===== src/rtl/br_unit.sv =====
// Branch/JALR resolution stage: resolves the EX instruction against the fetch prediction,
// registers a one-cycle-late redirect, trains a table of 2-bit counters and counts branches.
module br_unit #(
    parameter int XLEN      = 64,
    parameter int BHT_DEPTH = 64,
    parameter int CNT_W     = 32
) (
    input  logic             clk,
    input  logic             rst_n,
    input  logic             ex_valid,
    input  logic [XLEN-1:0]  ex_pc,
    input  logic [31:0]      ex_ir,
    input  logic [XLEN-1:0]  ex_r1,
    input  logic [XLEN-1:0]  ex_r2,
    input  logic             ex_pr_taken,
    input  logic             stall,
    input  logic             flush,
    input  logic [XLEN-1:0]  lk_pc,
    output logic             lk_taken,
    output logic             res_valid,
    output logic             redirect,
    output logic [XLEN-1:0]  redirect_addr,
    output logic             misalign,
    output logic [CNT_W-1:0] br_cnt,
    output logic [CNT_W-1:0] miss_cnt
);

    localparam int IW = $clog2(BHT_DEPTH);
    localparam logic [6:0] OP_BR   = 7'b1100011;
    localparam logic [6:0] OP_JALR = 7'b1100111;

    // Two-bit saturating counter step toward taken (up=1) or not-taken (up=0).
    function automatic logic [1:0] sat_step(input logic [1:0] cur, input logic up);
        logic [1:0] res;
        if (up) begin
            res = (cur == 2'b11) ? 2'b11 : cur + 2'b01;
        end else begin
            res = (cur == 2'b00) ? 2'b00 : cur - 2'b01;
        end
        return res;
    endfunction

    logic [1:0]      bht_r [BHT_DEPTH];
    logic            res_valid_r, redirect_r, misalign_r;
    logic [XLEN-1:0] redirect_addr_r;
    logic [CNT_W-1:0] br_cnt_r, miss_cnt_r;

    logic [IW-1:0]   ex_idx_s, lk_idx_s;
    logic [6:0]      opcode_s;
    logic [2:0]      funct3_s;
    logic            cap_s, is_br_s, is_jalr_s, cond_s, f3_ok_s, out_en_s;
    logic [XLEN-1:0] imm_b_s, imm_i_s, br_tgt_s, jalr_sum_s, jalr_tgt_s, pc4_s;
    logic            nxt_valid_s, nxt_redir_s, nxt_mis_s;
    logic [XLEN-1:0] nxt_addr_s;
    logic            bht_we_s, br_inc_s, miss_inc_s;
    logic [1:0]      bht_nxt_s;
    logic            unused_bits_s;

    assign opcode_s   = ex_ir[6:0];
    assign funct3_s   = ex_ir[14:12];
    assign cap_s      = ex_valid & ~stall & ~flush;
    assign is_br_s    = (opcode_s == OP_BR);
    assign is_jalr_s  = (opcode_s == OP_JALR);
    assign ex_idx_s   = ex_pc[IW+1:2];
    assign lk_idx_s   = lk_pc[IW+1:2];
    assign imm_b_s    = {{(XLEN-13){ex_ir[31]}}, ex_ir[31], ex_ir[7], ex_ir[30:25], ex_ir[11:8], 1'b0};
    assign imm_i_s    = {{(XLEN-12){ex_ir[31]}}, ex_ir[31:20]};
    assign br_tgt_s   = ex_pc + imm_b_s;
    assign jalr_sum_s = ex_r1 + imm_i_s;
    assign jalr_tgt_s = {jalr_sum_s[XLEN-1:1], 1'b0};
    assign pc4_s      = ex_pc + {{(XLEN-3){1'b0}}, 3'b100};
    // Registered outputs move on a free cycle, or when a flush overrides a stall.
    assign out_en_s   = ~stall | flush;

    // Lookup reads the stored value, so a same-cycle update is not visible yet.
    assign lk_taken = bht_r[lk_idx_s][1];

    assign res_valid     = res_valid_r;
    assign redirect      = redirect_r;
    assign redirect_addr = redirect_addr_r;
    assign misalign      = misalign_r;
    assign br_cnt        = br_cnt_r;
    assign miss_cnt      = miss_cnt_r;

    assign unused_bits_s = ^{ex_ir[19:15], jalr_sum_s[0], lk_pc[1:0], lk_pc[XLEN-1:IW+2]};

    // Branch condition evaluation; funct3 010/011 is flagged illegal and resolves not-taken.
    always_comb begin
        cond_s  = 1'b0;
        f3_ok_s = 1'b1;
        case (funct3_s)
            3'b000:  cond_s = (ex_r1 == ex_r2);
            3'b001:  cond_s = (ex_r1 != ex_r2);
            3'b100:  cond_s = ($signed(ex_r1) <  $signed(ex_r2));
            3'b101:  cond_s = ($signed(ex_r1) >= $signed(ex_r2));
            3'b110:  cond_s = (ex_r1 <  ex_r2);
            3'b111:  cond_s = (ex_r1 >= ex_r2);
            default: begin
                cond_s  = 1'b0;
                f3_ok_s = 1'b0;
            end
        endcase
    end

    // Next output values and training/count enables for the captured instruction.
    always_comb begin
        nxt_valid_s = 1'b0;
        nxt_redir_s = 1'b0;
        nxt_mis_s   = 1'b0;
        nxt_addr_s  = redirect_addr_r;
        bht_we_s    = 1'b0;
        br_inc_s    = 1'b0;
        miss_inc_s  = 1'b0;
        if (cap_s && is_br_s) begin
            nxt_valid_s = 1'b1;
            nxt_redir_s = (cond_s != ex_pr_taken);
            nxt_addr_s  = cond_s ? br_tgt_s : pc4_s;
            nxt_mis_s   = cond_s & br_tgt_s[1];
            bht_we_s    = f3_ok_s;
            br_inc_s    = f3_ok_s;
            miss_inc_s  = f3_ok_s & (cond_s != ex_pr_taken);
        end else if (cap_s && is_jalr_s) begin
            nxt_valid_s = 1'b1;
            nxt_redir_s = 1'b1;
            nxt_addr_s  = jalr_tgt_s;
            nxt_mis_s   = jalr_tgt_s[1];
        end else begin
            nxt_valid_s = 1'b0;
        end
    end

    assign bht_nxt_s = sat_step(bht_r[ex_idx_s], cond_s);

    // Resolution output registers.
    always_ff @(posedge clk or negedge rst_n) begin
        if (!rst_n) begin
            res_valid_r     <= 1'b0;
            redirect_r      <= 1'b0;
            misalign_r      <= 1'b0;
            redirect_addr_r <= {XLEN{1'b0}};
        end else if (out_en_s) begin
            res_valid_r     <= nxt_valid_s;
            redirect_r      <= nxt_redir_s;
            misalign_r      <= nxt_mis_s;
            redirect_addr_r <= nxt_addr_s;
        end
    end

    // Branch history table training.
    always_ff @(posedge clk or negedge rst_n) begin
        if (!rst_n) begin
            for (int i = 0; i < BHT_DEPTH; i++) begin
                bht_r[i] <= 2'b01;
            end
        end else if (bht_we_s) begin
            bht_r[ex_idx_s] <= bht_nxt_s;
        end
    end

    // Performance counters, wrapping.
    always_ff @(posedge clk or negedge rst_n) begin
        if (!rst_n) begin
            br_cnt_r   <= {CNT_W{1'b0}};
            miss_cnt_r <= {CNT_W{1'b0}};
        end else begin
            if (br_inc_s) begin
                br_cnt_r <= br_cnt_r + {{(CNT_W-1){1'b0}}, 1'b1};
            end
            if (miss_inc_s) begin
                miss_cnt_r <= miss_cnt_r + {{(CNT_W-1){1'b0}}, 1'b1};
            end
        end
    end

endmodule


===== config.mk =====
export PLATFORM = sky130hd
export DESIGN_NAME = br_unit
export DESIGN_NICKNAME = d
export VERILOG_FILES = /design/src/rtl/br_unit.sv
export SDC_FILE = /design/constraint.sdc
export NUM_CORES = 1
export LEC_CHECK = 0
export ABC_AREA = 1
export CORE_UTILIZATION = 30
export CTS_CLUSTER_DIAMETER = 200
export CTS_CLUSTER_SIZE = 40
export DETAILED_ROUTE_END_ITERATION = 10
export GPL_TIMING_DRIVEN = 0
export PLACE_DENSITY_LB_ADDON = 0.05
export SLEW_MARGIN = 20
export SYNTH_ARGS = -nofsm -noshare
export SYNTH_HDL_FRONTEND = slang
export SYNTH_SLANG_ARGS = --single-unit

===== constraint.sdc =====
create_clock -name clk -period 6 [get_ports clk]
set_input_delay 0.6 -clock clk [delete_from_list [all_inputs] [get_ports clk]]
set_output_delay 0.6 -clock clk [all_outputs]
set_load 0.005 [all_outputs]

==> load_flow_metrics.sql <==
INSERT INTO impl_metrics (metric_group, metric, value, unit) VALUES
('detailed_routing', 'drt_first_pass_iters', '8', ''),
('synthesis', 'ys_dominant_reg_cell', 'sky130_fd_sc_hd__dfrtp_1', ''),
('setup_path', 'critPathRequiredTime', '5400', 'ps'),
('sta', 'maxClockFrequency', '0.235', 'GHz'),
('placement', 'placement.io_buffers', '362', ''),
('synthesis', 'netlist_area', '26900', 'sq um'),
('sta', 'setup_violations', '0', ''),
('setup_path', 'critPathCaptureType', 'primary output', ''),
('detailed_routing', 'antenna_left', '0', ''),
('sta', 'setup_total_negative_slack', '0', 'ps'),
('clock_network', 'tritoncts.num_buffers', '10', ''),
('detailed_routing', 'drc_violations', '17', ''),
('sta', 'setup_clock_skew_after_layout', '35.0', 'ps'),
('run_status', 'failed_checks', 'design-rule violations', ''),
('setup_path', 'timing_worst_setup_path_type', 'in2out', ''),
('job', 'max_cap_violations', '0', ''),
('synthesis', 'synth-warning-count', '0', ''),
('synthesis', 'synth.yosys.seq_area_share', '24.4', '%'),
('sta', 'finalHoldViolations', '0', ''),
('layout', 'most_frequent_standard_cell_in_the_layout_excluding_fill_and_tap_cells', 'sky130_fd_sc_hd__nand2_1', ''),
('pwr', 'power_leakage', '15.2', 'nW'),
('clock_network', 'maximum_clock_path_buffer_count', '3', ''),
('global_route', 'total_grt_usage', '26.7', '%'),
('die', 'floorplan.die_area', '90900', 'sq um'),
('die', 'num_io_pins', '426', ''),
('clock_network', 'cts_htree_levels', '1', ''),
('run_status', 'run_status', 'finished with violations', ''),
('global_route', 'grt_max_degree', '87', ''),
('sta', 'layout_min_cycle_time', '4250', 'ps'),
('layout', 'final_layout_size_suffix_gt1_share', '5.27', '%'),
('die', 'die_w', '302', 'um'),
('pwr', 'power_density', '148', 'nW/um^2'),
('worst_hold_path', 'hp-class', 'reg2reg', ''),
('clock_network', 'worst_skew_pair.late_latency', '560', 'ps'),
('synthesis', 'netlist_instances', '4243', ''),
('sta', 'worstMarginPinSlew', '931', 'ps'),
('global_route', 'grt_antenna_before_repair', '4', ''),
('synthesis', 'synth-edff-count', '0', ''),
('sta', 'slew_headroom', '37.4', '%'),
('clock_network', 'tritoncts_clock_tree', 'yes', ''),
('sta', 'timing_max_transition_violations_final', '0', ''),
('setup_path', 'cp_max_fo', '10', ''),
('setup_path', 'critPathMaxStageDelay', '580', 'ps'),
('synthesis', 'synth_seq_cells', '259', ''),
('synthesis', 'ys_async_sr_fraction', '100', '%'),
('placement', 'numPlacedInstances', '5774', ''),
('sta', 'final.setup.worst_slack', '1750', 'ps'),
('synthesis', 'mappedNetlistNets', '4730', ''),
('die', 'start_util', '30.4', '%'),
('placement', 'place_hpwl', '104000', 'um'),
('layout', 'fin_nets', '5109', ''),
('detailed_routing', 'drt_iter0_markers', '2101', ''),
('placement', 'detailedPlace.worstSlack', '1650', 'ps'),
('detailed_routing', 'post_drt_wl_per_cell', '21.5', 'um'),
('setup_path', 'setup.worst_path.start_class', 'input port', ''),
('layout', 'most-common-layout-cells', 'sky130_fd_sc_hd__nand2_1 (999), sky130_fd_sc_hd__nor2_1 (594), sky130_fd_sc_hd__inv_1 (585), sky130_fd_sc_hd__a21oi_1 (365), sky130_fd_sc_hd__clkdlybuf4s50_1 (360)', ''),
('setup_path', 'cp_data_arrival_time', '3650', 'ps'),
('layout', 'utilization', '36.6', '%'),
('synthesis', 'yosysUniqueCellTypes', '61', ''),
('placement', 'place.gp.congestion', '0.942', ''),
('layout', 'syn_to_final_growth', '20.6', '%'),
('pwr', 'ir_drop', '0.164', 'mV'),
('pwr', 'report.power.total', '4.79', 'mW'),
('sta', 'unrepaired_setup_endpoints_after_global_routing', 'false', ''),
('synthesis', 'syn-mean-instance-area', '6.34', 'sq um'),
('detailed_routing', 'final_wirelength', '125000', 'um'),
('clock_network', 'cts_root_buffer', 'sky130_fd_sc_hd__clkbuf_16', ''),
('setup_path', 'worstPathCellList', 'clkdlybuf4s50_1, clkbuf_1, clkbuf_1, o21ai_0, o21ai_0, nor2_1, o22ai_1, nor2_1, o31ai_1, clkdlybuf4s50_1', ''),
('die', 'core-area', '88600', 'sq um'),
('global_route', 'first_global_vias', '28200', ''),
('global_route', 'grt_overflow_total', '0', ''),
('global_route', 'grt_pass1_wl', '181000', 'um'),
('layout', 'layout.cells.non_filler', '5794', ''),
('clock_network', 'cts.sinks', '259', ''),
('die', 'rows', '109', ''),
('clock_network', 'post_cts.repair.setup_buffers', '0', ''),
('detailed_routing', 'drt-vias-per-instance', '5.08', ''),
('setup_path', 'critical_path.slowest_cell', 'sky130_fd_sc_hd__clkdlybuf4s50_1', ''),
('detailed_routing', 'vias', '29400', ''),
('sta', 'post-route-period-util', '70.9', '%'),
('die', 'die_h', '302', 'um'),
('clock_network', 'cts.reportedPaths.clkPinSlew', '160', 'ps');
report_power, final:
group,switching [mW],internal [mW],leakage [nW]
Sequential,0.0434,1.78,3.32
Combinational,1.27,0.704,11.8
Clock,0.640,0.353,0.152
Total,1.95,2.84,15.2
worst paths after layout:
kind | start | endpoint | slack [ps] | depth (start not counted)
min reg2reg | br_cnt[31] | br_cnt[31] | 490 | 1
max | lk_pc[2] | lk_taken | 1750 | 10
min in group asynchronous | rst_n | bht_r[5] | 500 | 2
max in group asynchronous | rst_n | redirect_addr[38] | 4280 | 4
min | br_cnt[31] | br_cnt[31] | 490 | 1
max reg2reg | miss_cnt[0] | miss_cnt[20] | 3480 | 12
layout make-up:
class | count | area (sq um)
clock inverters | 1 | 30.0
fillers | 9961 | 56200
repair buffers | 367 | 3750
plain buffers | 85 | 502
flip-flops and latches | 259 | 6560
diodes | 3 | 7.51
well taps | 1165 | 1460
inverters | 604 | 2270
clock buffers | 15 | 290
multi-input cells | 3295 | 17600
critical path, delay by kind of cell:
kind,cells,cell delay [ps]
buffers and inverters,4,2000
and+or+nand+nor,2,140
AOI/OAI and AO/OA,4,900
layer usage:
| layer | vias up | global-route usage [%] | share of wire [%] | routed length, um |
|---|---|---|---|---|
| li1 | 14600 | - | - | - |
| met1 | 13700 | 34.3 | 43 | 53600 |
| met2 | 937 | 44.7 | 47 | 58100 |
| met3 | 144 | 4.75 | 6.6 | 8270 |
| met4 | 2 | 8.99 | 3.7 | 4620 |
| met5 | - | 0 | 0.0088 | 11 |
state kept, by name, summed over array words and instances, names as in the netlist:
name	flops
redirect	1
misalign	1
redirect_addr	64
res_valid	1
miss_cnt	32
br_cnt	32
bht_r	128
what timing repair did:
item | in CTS | in global routing
setup endpoints to repair | 0 | 0
hold buffers | 1 | 0
hold endpoints to repair | 15 | 0
gates resized for setup | 0 | 0
cell families (layout without fill, tap and decap cells):
| group | Yosys count | after routing | share of synthesized area (%) |
|---|---|---|---|
| other cells | 0 | 3 | 0 |
| flops | 259 | 259 | 24.4 |
| compound gates | 775 | 775 | 16.3 |
| buf+inv | 689 | 1072 | 10.3 |
| xor+xnor | 167 | 167 | 5.43 |
| simple gates | 2158 | 2158 | 34.5 |
| fa+ha+maj | 193 | 193 | 9.03 |
| mux | 2 | 2 | 0.0744 |
through the flow:
stage | hold WS (ps) | instance area, sq um
floorplan | 304 | 26900
global placement | 462 | 32000
detailed placement | 465 | 32100
CTS | 482 | 32400
global route | 490 | 32500
finish | 485 | 32500
cells in the mapped netlist (4+ instances only):
cell type                   instances  share of area [%]
sky130_fd_sc_hd__nand3_2            6               0.22
sky130_fd_sc_hd__nor2_1           594                8.3
sky130_fd_sc_hd__xor2_1           121                3.9
sky130_fd_sc_hd__nand2_2            7               0.16
sky130_fd_sc_hd__buf_6             15               0.63
sky130_fd_sc_hd__o21ai_0          206                3.8
sky130_fd_sc_hd__and3_1             4              0.093
sky130_fd_sc_hd__nand3_1          240                4.5
sky130_fd_sc_hd__nor3_1            76                1.4
sky130_fd_sc_hd__and2_1             4              0.093
sky130_fd_sc_hd__a22oi_1           15               0.42
sky130_fd_sc_hd__o21ai_1            4              0.074
sky130_fd_sc_hd__a21boi_1          25               0.70
sky130_fd_sc_hd__xnor2_1           46                1.5
sky130_fd_sc_hd__inv_2             14               0.20
sky130_fd_sc_hd__nor2_4             6               0.25
sky130_fd_sc_hd__a21boi_0          14               0.39
sky130_fd_sc_hd__nor3_2             8               0.30
sky130_fd_sc_hd__o22ai_1            6               0.14
sky130_fd_sc_hd__dfstp_2           64                6.2
sky130_fd_sc_hd__a31oi_1           31               0.72
sky130_fd_sc_hd__buf_2             17               0.32
sky130_fd_sc_hd__o2111ai_1          5               0.16
sky130_fd_sc_hd__o21a_1            11               0.31
sky130_fd_sc_hd__nor2_2             9               0.21
sky130_fd_sc_hd__dfrtp_1          195                 18
sky130_fd_sc_hd__buf_4             13               0.36
sky130_fd_sc_hd__nand2_1          999                 14
sky130_fd_sc_hd__inv_1            585                8.2
sky130_fd_sc_hd__o21bai_1          31               0.86
sky130_fd_sc_hd__nand4_1          102                2.4
sky130_fd_sc_hd__ha_1             191                8.9
sky130_fd_sc_hd__o211ai_1          10               0.28
sky130_fd_sc_hd__a221oi_1          11               0.36
sky130_fd_sc_hd__or2_2             52                1.2
sky130_fd_sc_hd__clkinv_1           4              0.056
sky130_fd_sc_hd__buf_1              5              0.070
sky130_fd_sc_hd__nor4_1            34               0.79
sky130_fd_sc_hd__a21oi_1          365                6.8
sky130_fd_sc_hd__clkbuf_1          35               0.49
sky130_fd_sc_hd__nand3b_1           6               0.17
sky130_fd_sc_hd__a21o_1            27               0.75
Note: power is estimated with default switching activity, not from simulation.
